[src/rtl/tdc_pkg.sv]
// Shared types for the TDC timestamp capture path: timestamp word layout and capture FSM states.
package tdc_pkg;
    localparam int DEF_COARSE_W = 32;
    localparam int DEF_FINE_W   = 8;

    typedef struct packed {
        logic [DEF_COARSE_W-1:0] coarse;
        logic [DEF_FINE_W-1:0]   fine;
    } ts_word_t;

    typedef enum logic {IDLE, DEAD} cap_state_t;

    // Dead counter only has to hold DEAD_CYCLES-1; keep at least one bit.
    function automatic int dead_cnt_w(input int dead);
        return (dead > 1) ? $clog2(dead) : 1;
    endfunction
endpackage

[src/rtl/tdc_ts_fifo.sv]
// First-word-fall-through FIFO: the head entry is visible on dout as soon as it is written.
module tdc_ts_fifo #(
    parameter int WIDTH = 40,
    parameter int DEPTH = 16
) (
    input  logic             clk,
    input  logic             reset,
    input  logic             push,
    input  logic             pop,
    input  logic [WIDTH-1:0] din,
    output logic [WIDTH-1:0] dout,
    output logic             empty,
    output logic             full
);
    localparam int AW = $clog2(DEPTH);

    logic [WIDTH-1:0] mem_q [DEPTH];
    logic [AW-1:0]    wr_ptr_q, rd_ptr_q;
    logic [AW:0]      count_q, count_d;
    logic             do_push, do_pop;

    assign empty   = (count_q == '0);
    assign full    = (count_q == (AW+1)'(DEPTH));
    assign do_pop  = pop && !empty;
    assign do_push = push && (!full || do_pop);

    always_comb begin
        count_d = count_q;
        case ({do_push, do_pop})
            2'b10:   count_d = count_q + 1'b1;
            2'b01:   count_d = count_q - 1'b1;
            default: count_d = count_q;
        endcase
    end

    always_ff @(posedge clk or posedge reset) begin
        if (reset) begin
            wr_ptr_q <= '0;
            rd_ptr_q <= '0;
            count_q  <= '0;
        end else begin
            if (do_push) wr_ptr_q <= wr_ptr_q + 1'b1;
            if (do_pop)  rd_ptr_q <= rd_ptr_q + 1'b1;
            count_q <= count_d;
        end
    end

    // Storage needs no reset; dout is forced to zero whenever nothing is queued.
    always_ff @(posedge clk) begin
        if (do_push) mem_q[wr_ptr_q] <= din;
    end

    assign dout = empty ? '0 : mem_q[rd_ptr_q];
endmodule

[src/rtl/tdc_timestamp_capture.sv]
// Hit timestamp capture with dead time and FWFT buffering.
// Optional TDC_DROP_COUNTER_EN adds a saturating 16-bit drop_count output.
module tdc_timestamp_capture
    import tdc_pkg::*;
#(
    parameter int COARSE_W    = DEF_COARSE_W,
    parameter int FINE_W      = DEF_FINE_W,
    parameter int DEPTH       = 16,
    parameter int DEAD_CYCLES = 4
) (
    input  logic                       clk,
    input  logic                       reset,
    input  logic [COARSE_W-1:0]        coarse_count,
    input  logic                       hit_valid,
    input  logic [FINE_W-1:0]          fine_code,
    output logic [COARSE_W+FINE_W-1:0] ts_data,
    output logic                       ts_valid,
    input  logic                       ts_ready,
    output logic                       fifo_full,
    output logic                       drop_pulse
`ifdef TDC_DROP_COUNTER_EN
    ,
    output logic [15:0]                drop_count
`endif
);
    localparam int DW = dead_cnt_w(DEAD_CYCLES);
    localparam logic [DW-1:0] DEAD_LOAD = (DEAD_CYCLES > 0) ? DW'(DEAD_CYCLES - 1) : '0;

    cap_state_t    state_q, state_d;
    logic [DW-1:0] dead_q, dead_d;
    logic          drop_q, drop_d;
    logic          hit_acc, push, pop, empty, full;

    assign hit_acc = hit_valid && (state_q == IDLE);
    assign pop     = ts_valid && ts_ready;
    assign push    = hit_acc && (!full || pop);
    assign drop_d  = hit_acc && !push;

    always_comb begin
        state_d = state_q;
        dead_d  = dead_q;
        case (state_q)
            IDLE: begin
                // Dropped hits still open a dead window.
                if (hit_acc && DEAD_CYCLES > 0) begin
                    state_d = DEAD;
                    dead_d  = DEAD_LOAD;
                end
            end
            DEAD: begin
                if (dead_q == '0) state_d = IDLE;
                else              dead_d  = dead_q - 1'b1;
            end
            default: state_d = IDLE;
        endcase
    end

    always_ff @(posedge clk or posedge reset) begin
        if (reset) begin
            state_q <= IDLE;
            dead_q  <= '0;
            drop_q  <= 1'b0;
        end else begin
            state_q <= state_d;
            dead_q  <= dead_d;
            drop_q  <= drop_d;
        end
    end

    tdc_ts_fifo #(
        .WIDTH (COARSE_W + FINE_W),
        .DEPTH (DEPTH)
    ) u_fifo (
        .clk   (clk),
        .reset (reset),
        .push  (push),
        .pop   (pop),
        .din   ({coarse_count, fine_code}),
        .dout  (ts_data),
        .empty (empty),
        .full  (full)
    );

    assign ts_valid   = !empty;
    assign fifo_full  = full;
    assign drop_pulse = drop_q;

`ifdef TDC_DROP_COUNTER_EN
    logic [15:0] drop_cnt_q;

    // Counts on the same edge that raises drop_pulse so the two line up.
    always_ff @(posedge clk or posedge reset) begin
        if (reset)                                drop_cnt_q <= '0;
        else if (drop_d && drop_cnt_q != 16'hFFFF) drop_cnt_q <= drop_cnt_q + 1'b1;
    end

    assign drop_count = drop_cnt_q;
`endif
endmodule

[config.mk]
export PLATFORM = sky130hd
export DESIGN_NAME = tdc_timestamp_capture
export DESIGN_NICKNAME = d
export VERILOG_FILES = /design/src/rtl/tdc_pkg.sv /design/src/rtl/tdc_ts_fifo.sv /design/src/rtl/tdc_timestamp_capture.sv
export SDC_FILE = /design/constraint.sdc
export NUM_CORES = 1
export LEC_CHECK = 0
export ABC_AREA = 1
export CORE_MARGIN = 2
export CORE_UTILIZATION = 40
export DETAILED_ROUTE_END_ITERATION = 16
export RECOVER_POWER = 25
export SYNTH_ARGS = -nofsm -noshare
export SYNTH_HDL_FRONTEND = slang
export SYNTH_HIERARCHICAL = 1
export SYNTH_SLANG_ARGS = --single-unit
[constraint.sdc]
create_clock -name clk -period 7.15 [get_ports clk]
set_input_delay 0.715 -clock clk [delete_from_list [all_inputs] [get_ports clk]]
set_output_delay 0.715 -clock clk [all_outputs]
set_load 0.1 [all_outputs]
==> summary.md, run 1 <==
| Metric | Value |
|---|---|
| Placer Congestion | `~0.75` |
| Worst-case clock skew | `about 26 ps` |
| Average vias per placed instance | `5.41` |
| Initial core utilization | `40.5%` |
| Post-Place Cells | `a little over 3000` |
| Mapped Cells | `roughly 2200` |
| Initial DRC Count | `1659` |
| Setup TNS | `0 ps` |
| Shortest period the worst path allows | `between 5000 and 6000 ps` |
| Mapped Nets | `between 2000 and 2500` |
| Port bufs | `between 80 and 90` |
| Final worst-path cycle share | `between 70% and 80%` |
| Maximum clock frequency | `between 150 and 200 MHz` |
| Gates resized, CTS repair | `0` |
| Crit path capture type | `primary output` |
| Critical Path RT | `between 6000 and 7000 ps` |
| Worst vdd ir | `0.351 mV` |
| Worst hold slack | `between 400 and 500 ps` |
| Clock transition at the registers of the reported paths | `approximately 60 ps` |
| Total power | `~14 mW` |
| Synth cell types | `25` |
| Avg Cell Area, Syn | `approximately 12 µm²` |
| RSZ-0062 raised after global routing | `false` |
| Max-cap check violation count | `0` |
| CP startpoint kind | `flop` |
| Final hold vios | `0` |
| Via count | `roughly 17000` |
| Root buffer cell | `clkbuf_16` |
| Synth top area cells | `edfxtp_1 72%, nand2_1 12%, nand3_1 9.2%` |
| Final setup margin | `around 1400 ps` |
| CTS H-tree depth | `3` |
| Setup Slack @ Placement | `between 2000 and 2500 ps` |
| Remaining antenna violation count after routing | `0` |
| Final setup fails | `0` |
| Vias in the first global route | `around 17000` |
| Post-synth ARST share | `2.59%` |
| Die height | `roughly 260 µm` |
| Buffers and inverters on the worst path | `3` |
| Clock latency on the worst-skew pair | `roughly 600 ps` |
| Post-CTS Repair Setup Buffers | `0` |
| Critical path cell sequence | `buf_12, buf_4, nand2_1, nand3_1, nand3_1, nand2_1, nand2_1, a21oi_1, clkdlybuf4s50_1` |
| Post-CTS Hold Fix Bufs | `0` |
| Mapped cell area | `26700 µm²` |
| Ratio of cells with drive above 1 in the final layout | `under 10%` |
| Synthesis warning total | `6` |
| Seq cells post-synth | `657` |
| Core ar. | `around 66000 µm²` |
| CP max stage cell | `clkdlybuf4s50_1` |
| Clk sinks | `657` |
| CTS max path bufs | `3` |
| WL/cell | `21.6 µm` |
| Layout Nets | `~2300` |
| HPWL Detailed | `between 30000 and 40000 µm` |
| Fillers | `around 5800` |
| Crit-path max FO | `210` |
| Chip width | `between 200 and 300 µm` |
| Number of I/O pins | `87` |
| Most used DFF post-synth | `edfxtp_1` |
| Fin. max-slew vios | `0` |
| Initial antenna violation count | `6` |
| Top cell type's share of synthesized area | `71.9%` |
| Row count | `94` |
| Final Core Density | `45.9%` |
| Final Non-Filler Cells | `between 3000 and 4000` |
| Total die area | `between 60000 and 70000 µm²` |
| Register area share after synthesis | `between 70 and 80%` |
| CTS Buf Count | `between 60 and 70` |
| Area delta synth->final | `13.4%` |
| Routed wl met2 | `roughly 34000 µm` |
| PwrDens | `464 nW/µm²` |
| Final global-route overflow total | `0` |
| Largest net degree at the start of global routing | `211` |
| Post-synth EDFFs | `between 600 and 700` |
| DR top layer | `met5` |
| CTS tree | `yes` |
| Critical path arrival | `~5000 ps` |
| Global Route Usage Sum | `19.9%` |
| Worst Tran Pin Value | `1170 ps` |
| Post-synth top area cell | `edfxtp_1` |
| Placed Area | `roughly 28000 µm²` |
| Crit-path max cell delay | `roughly 1200 ps` |
| Fin area | `slightly above 30000 µm²` |
| Hold Crit Class | `primary input to asynchronous set/reset pin` |
| Drt pass-1 iters | `5` |
| Status | `finished, final reports clean` |
| Max_slew headroom | `21.8%` |
| DRC violations left | `0` |
| Critical Setup Path Class | `flop to primary output` |
| Delay-heaviest family, CP | `buffers and inverters` |
| First-pass GRT wire length | `a little over 100000 µm` |
| Routed WL | `between 60000 and 70000 µm` |
| M1 WL | `about 29000 µm` |
| Metal3 WL | `roughly 4400 µm` |
| Leak Pwr | `roughly 11 nW` |
| Cell repeated most along the worst path | `nand2_1` |
==> Yosys cell counts (all sizes together), types with 2 or more instances <==
cell type	count
buf	109
inv	24
dfrtp	17
edfxtp	640
o21ai	4
a21oi	45
clkbuf	27
xnor2	2
xor2	7
nand4	3
nand3	493
nand2	828
ha	9
nor2	21
==> layer usage <==
layer / GRT usage (%) / vias up
li1: - / 7923
met3: 3.09 / 142
met5: 0 / -
met4: 7.72 / 2
met2: 33.5 / 624
met1: 25.9 / 8603
==> final cells by class <==
cell class	count	area, µm²	share of cell area [%]
Antenna cell	2	5.00	0.0165
Clock buffer	89	1810	5.98
Clock inverter	30	274	0.904
Inverter	25	110	0.363
Multi-Input combinational cell	1413	6270	20.7
Sequential cell	657	19700	64.8
Tap cell	864	1080	3.57
Timing Repair Buffer	116	1110	3.66
==> report_power, final <==
group | switching [mW] | total [mW] | internal (mW)
combinational | 4.64 | 6.07 | 1.43
clock | 1.43 | 3.36 | 1.94
sequential | 0.171 | 4.63 | 4.46
total | 6.24 | 14.1 | 7.83
==> flip-flops by register name, summed over array words and instances, names as in the netlist <==
register,cells
drop_pulse,1
u_fifo/count_q,5
u_fifo/mem_q,640
dead_q,2
u_fifo/wr_ptr_q,4
state_q,1
u_fifo/rd_ptr_q,4
==> cells by family after synthesis <==
| family | after synthesis | share of synthesized area [%] |
|---|---|---|
| AO/OA/AOI/OAI | 49 | 0.959 |
| XOR/XNOR | 9 | 0.295 |
| adder cells (fa/ha/maj) | 10 | 0.496 |
| buffers and inverters | 161 | 3.57 |
| flip-flops | 657 | 73.4 |
| AND/OR/NAND/NOR | 1345 | 21.2 |
==> final timing paths <==
check / startpoint / end / slack [ps] / depth (start not counted)
min in group clk: dead_q[1]$_DFFE_PP0P_ / dead_q[1]$_DFFE_PP0P_ / 490 / 2
max: u_fifo/rd_ptr_q[0]$_DFFE_PP0N_ / ts_data[7] / 1450 / 9
min reg2reg: dead_q[1]$_DFFE_PP0P_ / dead_q[1]$_DFFE_PP0P_ / 490 / 2
max reg2reg: u_fifo/count_q[0]$_DFFE_PP0P_ / u_fifo/mem_q[4][18]$_DFFE_PP_ / 3540 / 11
max in group asynchronous: reset / u_fifo/rd_ptr_q[2]$_DFFE_PP0N_ / 6000 / 2
min: reset / drop_pulse$_DFF_PP0_ / 490 / 2
==> cell usage in the layout, fill, tap and decap left out, types with 4 or more instances in the layout <==
cell             Yosys  routed
nand3_1            493     493
edfxtp_1           640     640
ha_1                 9       9
clkdlybuf4s50_1      0      63
dlygate4sd3_1        0      23
buf_4               44      28
nand2_1            825     825
xor2_1               7       7
inv_1               22      20
nor2_4               0      16
clkbuf_16            0      69
clkbuf_1            27      19
a21oi_1             43      43
clkinv_1             0      13
clkinv_2             0       7
dfrtp_1             17      13
nor2_1              21       5
bufinv_16            0       4
Power figures use the tool's default switching activity.
==> run 2: changes to the inputs <==
==> constraint.sdc (replaced) <==
create_clock -name clk -period 5.38 [get_ports clk]
set_input_delay 0.538 -clock clk [delete_from_list [all_inputs] [get_ports clk]]
set_output_delay 0.538 -clock clk [all_outputs]
set_load 0.1 [all_outputs]
==> run 2 against run 1 <==
Effect of this change: first-iteration DRC count is 2.5% lower; final area rose by 0.54%; sequential cell count did not move; wire length increased by 0.33%; critical path type unchanged.
==> summary.md, run 2 (synthesized netlist as in run 1, its figures left out) <==
| Metric | Value |
|---|---|
| Initial core utilization | `just over 40%` |
| Max FFs per register | `640` |
| Vias in the first global route | `around 17000` |
| Reg area | `roughly 20000 µm²` |
| Worst Tran Pin Value | `between 1000 and 1500 ps` |
| Worst vdd ir | `~0.50 mV` |
| Fillers | `just under 6000` |
| WL/cell | `roughly 22 µm` |
| Fin. max-slew vios | `0` |
| Max-cap check violation count | `0` |
| Footprint of the multi-input gates | `around 6300 µm²` |
| CP startpoint kind | `flop` |
| Placer Congestion | `0.745` |
| CTS H-tree depth | `3` |
| Worst setup path end | `ts_data[29]` |
| Biggest regs | `u_fifo/mem_q x640, u_fifo/count_q x5` |
| Root buffer cell | `clkbuf_16` |
| Cell repeated most along the worst path | `nand2_1` |
| Hold Crit Class | `primary input to asynchronous set/reset pin` |
| Crit-path max FO | `93` |
| Routed WL | `69300 µm` |
| R2R depth | `11` |
| Met1 Use GR | `between 20% and 30%` |
| Status | `finished, final reports clean` |
| CP max stage cell | `clkdlybuf4s50_1` |
| RR Startpoint | `u_fifo/count_q[0]$_DFFE_PP0P_` |
| Chip width | `~260 µm` |
| Initial antenna violation count | `6` |
| Initial DRC Count | `1618` |
| Drt pass-1 iters | `5` |
| Final setup fails | `0` |
| Critical Setup Path Class | `flop to primary output` |
| Worst-case clock skew | `about 25 ps` |
| Area delta synth->final | `14.0%` |
| Core ar. | `66000 µm²` |
| Placed Area | `about 28000 µm²` |
| Final global-route overflow total | `0` |
| Worst reg-to-reg setup slack | `1980 ps` |
| Critical Path RT | `slightly below 5000 ps` |
| Total die area | `around 69000 µm²` |
| Biggest register | `u_fifo/mem_q` |
| First-pass GRT wire length | `about 100000 µm` |
| Maximum clock frequency | `around 220 MHz` |
| Grt met2 use | `34.2%` |
| Ratio of cells with drive above 1 in the final layout | `8.35%` |
| Shortest period the worst path allows | `~4600 ps` |
| RSZ-0062 raised after global routing | `false` |
| Max_slew headroom | `~15%` |
| Leak Pwr | `11.0 nW` |
| CTS max path bufs | `3` |
| Crit path capture type | `primary output` |
| Layout Nets | `roughly 2300` |
| Number of I/O pins | `87` |
| Port bufs | `86` |
| Largest net degree at the start of global routing | `94` |
| Gr busiest metal | `met2` |
| Final hold vios | `0` |
| Row count | `94` |
| Critical path arrival | `4040 ps` |
| CTS Buf Count | `70` |
| Most common cell after layout, fill and taps aside | `nand2_1` |
| HPWL Detailed | `between 30000 and 40000 µm` |
| Crit-path max cell delay | `around 1200 ps` |
| PwrDens | `~620 nW/µm²` |
| Clock latency on the worst-skew pair | `between 600 and 700 ps` |
| Die height | `263 µm` |
| Average vias per placed instance | `5.35` |
| GRT met3 Usage | `2.82%` |
| CP startpoint | `u_fifo/rd_ptr_q[0]$_DFFE_PP0N_` |
| Clk sinks | `around 660` |
| Post-CTS Hold Fix Bufs | `0` |
| Gates resized, CTS repair | `0` |
| Final worst-path cycle share | `85.1%` |
| Via count | `roughly 17000` |
| DRC violations left | `0` |
| Remaining antenna violation count after routing | `0` |
| End of the worst register-to-register path | `u_fifo/mem_q[13][16]$_DFFE_PP_` |
| Clock transition at the registers of the reported paths | `~60 ps` |
| CTS tree | `yes` |
| Setup TNS | `0 ps` |
| Post-CTS Repair Setup Buffers | `0` |
| Fin area | `between 30000 and 40000 µm²` |
| Most frequent cells in the layout | `825 x nand2_1, 640 x edfxtp_1, 493 x nand3_1, 72 x clkbuf_16, 59 x buf_4` |
| Global Route Usage Sum | `between 10% and 20%` |
| Critical path cell sequence | `inv_8, buf_4, nand2_1, nand3_1, nand3_1, nand2_1, nand2_1, a21oi_2, clkdlybuf4s50_1` |
==> run 2: changes by cell type in the layout (fill, tap and decap cells not counted), sizes merged <==
cell           before  now
clkinv             23   31
inv                27   28
buf                30   62
clkdlybuf4s50      63   42
clkinvlp            1    2
dlygate4sd3        23   22
clkbuf             89   87
==> run 2: metrics by stage <==
step           setup slack, ps  std cells  hold slack [ps]  util [%]  power [mW]
2_1_floorplan              909       2231              304         -        12.4
3_3_place_gp              1460       3085              463      42.8        14.2
3_5_place_dp              1440       3085              498      42.8        14.3
4_1_cts                    789       3212              137      46.2        19.0
5_1_grt                    630       3213              291      46.2        19.8
6_report                   799       3214              302      46.2        18.9
==> run 2: cell type report <==
| class | count | area share [%] |
|---|---|---|
| Timing Repair Buffer | 126 | 3.75 |
| Antenna cell | 2 | 0.0164 |
| Clock inverter | 40 | 1.16 |
| Sequential cell | 657 | 64.5 |
| Clock buffer | 87 | 6.13 |
| Multi-Input combinational cell | 1413 | 20.6 |
| Inverter | 25 | 0.353 |
| Tap cell | 864 | 3.55 |
==> run 2: worst min-delay path by stage <==
stage	startpoint	to	slack [ps]	depth (start not counted)
after floorplan	reset	dead_q[0]$_DFFE_PP0P_	300	1
after CTS	reset	dead_q[1]$_DFFE_PP0P_	140	2
after detailed placement	dead_q[1]$_DFFE_PP0P_	dead_q[1]$_DFFE_PP0P_	500	2
final	reset	dead_q[1]$_DFFE_PP0P_	300	2
after global routing	reset	dead_q[1]$_DFFE_PP0P_	290	2
after global placement	dead_q[0]$_DFFE_PP0P_	dead_q[0]$_DFFE_PP0P_	460	2
==> run 2: critical path: cells and delay by family, from the launching register on <==
family / cells / cell delay, ps
AND/OR/NAND/NOR: 5 / 420
flip-flops: 1 / 620
AO/OA/AOI/OAI: 1 / 210
buffers and inverters: 3 / 2040
==> run 2: metal layers <==
layer,routed length (µm),up-vias
met3,4250,96
met2,34100,601
li1,-,7950
met5,13,-
met1,29600,8560
met4,1430,2
==> run 2: where the power goes <==
group | total, mW | switching, mW | internal, mW
logic | 8.08 | 6.23 | 1.85
clock network | 4.68 | 1.99 | 2.68
registers | 6.11 | 0.180 | 5.93
total | 18.9 | 8.41 | 10.5
==> run 3: changes to the inputs <==
--- a/config.mk
+++ b/config.mk
@@ -6,6 +6,7 @@
 export NUM_CORES = 1
 export LEC_CHECK = 0
 export ABC_AREA = 1
+export CAP_MARGIN = 15
 export CORE_MARGIN = 2
 export CORE_UTILIZATION = 40
 export DETAILED_ROUTE_END_ITERATION = 16
==> constraint.sdc (replaced) <==
create_clock -name clk -period 5.38 [get_ports clk]
set_input_delay 1.345 -clock clk [delete_from_list [all_inputs] [get_ports clk]]
set_output_delay 1.345 -clock clk [all_outputs]
set_load 0.1 [all_outputs]
==> run 3 against run 2 <==
Effect of this change: sequential share of layout area shrank 0.34 points; global-route usage shrank 0.88 points; via count shrank 0.36%; highest routed layer unchanged; largest cell class unchanged; register-to-register slack lost 100 ps; critical path depth shrank 3; core utilization grew 0.24 points; wire length shrank 4.7%; first-iteration DRC count shrank 16%; cell count grew 0.12%; non-clock buffer count grew 7.
==> summary.md, run 3 (synthesized netlist as in run 1, its figures left out) <==
| Metric | Value |
|---|---|
| Status | `finished, final reports clean` |
| Initial core utilization | `40.5%` |
| Max_slew headroom | `between 20% and 30%` |
| Clock transition at the registers of the reported paths | `about 60 ps` |
| Critical Path RT | `roughly 4000 ps` |
| CTS Buf Count | `70` |
| Routed WL | `66100 µm` |
| Root buffer cell | `clkbuf_16` |
| Fin. max-slew vios | `0` |
| Worst reg-to-reg setup slack | `around 1900 ps` |
| Inserted Diodes | `0` |
| Post-CTS Repair Setup Buffers | `0` |
| Area delta synth->final | `14.6%` |
| Leak Pwr | `between 10 and 15 nW` |
| Biggest register | `u_fifo/mem_q` |
| CTS max path bufs | `3` |
| Final Non-Filler Cells | `about 3200` |
| CP startpoint kind | `flop` |
| Port bufs | `86` |
| Initial DRC Count | `roughly 1400` |
| Final setup fails | `0` |
| Chip width | `between 200 and 300 µm` |
| Biggest regs | `u_fifo/mem_q x640, u_fifo/count_q x5` |
| Final worst-path cycle share | `85.4%` |
| Gates resized, CTS repair | `0` |
| RSZ-0062 raised after global routing | `false` |
| Placer Congestion | `0.782` |
| Critical Setup Path Class | `flop to primary output` |
| Clock latency on the worst-skew pair | `620 ps` |
| Layout Nets | `2354` |
| Final hold vios | `0` |
| Hold Crit Class | `flop to flop` |
| WL/cell | `about 21 µm` |
| Final global-route overflow total | `0` |
| Average vias per placed instance | `5.33` |
| Total die area | `69000 µm²` |
| Max FFs per register | `640` |
| DRC violations left | `0` |
| Global Route Usage Sum | `approximately a fifth` |
| Clk sinks | `approximately 660` |
| Initial antenna violation count | `2` |
| Total power | `~19 mW` |
| Post-CTS Hold Fix Bufs | `0` |
| Maximum clock frequency | `between 200 and 250 MHz` |
| Most frequent cells in the layout | `826 x nand2_1, 640 x edfxtp_1, 493 x nand3_1, 74 x buf_4, 73 x clkbuf_16` |
| Vias in the first global route | `about 17000` |
| Remaining antenna violation count after routing | `0` |
| CTS H-tree depth | `3` |
| Post-Place Cells | `~3000` |
| PwrDens | `about 620 nW/µm²` |
| Shortest period the worst path allows | `between 4000 and 5000 ps` |
| Max-cap check violation count | `0` |
| First-pass GRT wire length | `102000 µm` |
| HPWL Detailed | `35700 µm` |
| Worst vdd ir | `roughly 0.57 mV` |
| Ratio of cells with drive above 1 in the final layout | `9.05%` |
| Core ar. | `between 60000 and 70000 µm²` |
| Worst Tran Pin Value | `roughly 1100 ps` |
| Critical path arrival | `roughly 3300 ps` |
| Die height | `between 200 and 300 µm` |
| Setup TNS | `0 ps` |
| Crit path capture type | `primary output` |
| Worst hold slack | `roughly 500 ps` |
| Number of I/O pins | `between 80 and 90` |
| Most common cell after layout, fill and taps aside | `nand2_1` |
| CTS tree | `yes` |
| Largest net degree at the start of global routing | `211` |
| Drt pass-1 iters | `7` |
| Via count | `between 15000 and 20000` |
| Row count | `94` |
| Worst-case clock skew | `about 34 ps` |
| Crit-path max FO | `48` |
[run 3: report_power, final]
group          switching (mW)  leakage [nW]  internal [mW]
Combinational            6.20          3.99           1.85
Clock                    1.93          1.11           2.82
Sequential              0.194          5.96           5.92
Total                    8.32          11.1           10.6
[run 3: final timing paths]
check / from / to / cells after the start
setup reg to reg: u_fifo/count_q[0]$_DFFE_PP0P_ / u_fifo/mem_q[13][13]$_DFFE_PP_ / 11
min in group asynchronous: reset / state_q$_DFF_PP0_ / 2
max in group asynchronous: reset / u_fifo/rd_ptr_q[2]$_DFFE_PP0N_ / 2
hold / removal: dead_q[0]$_DFFE_PP0P_ / dead_q[0]$_DFFE_PP0P_ / 2
hold reg to reg: dead_q[0]$_DFFE_PP0P_ / dead_q[0]$_DFFE_PP0P_ / 2
setup / recovery: u_fifo/rd_ptr_q[2]$_DFFE_PP0N_ / ts_data[34] / 6
[run 3: final cells by class]
class	count	area [µm²]
fill	5828	35300
tap	864	1080
clock inverter	38	373
multi-input combinational	1413	6270
inverter	25	108
timing repair buffer	133	1280
clock buffer	88	1880
sequential	657	19700
[run 3: critical path: stages (launching register included)]
cell and delay (ps):
dfrtp_4 790, buf_4 700, nand3_1 170, nand2_1 100, nand2_1 60, a21oi_1 430
buf_4 380
[run 3: metal layers]
metal	GRT usage, %	routed length (µm)	part of all wire [%]
met1	25.8	28600	43
met2	31.5	31800	48
met3	2.73	3790	5.7
met4	7.02	1940	2.9
met5	0	13	0.020
[run 3: metrics by stage]
stage               setup slack, ps  util [%]  instance area, µm²
detailed placement             1270      43.0               28400
CTS                             752      46.4               30600
global placement               1240      43.0               28400
finish                          784      46.4               30600
floorplan                       909         -               26700
global route                    622      46.4               30600
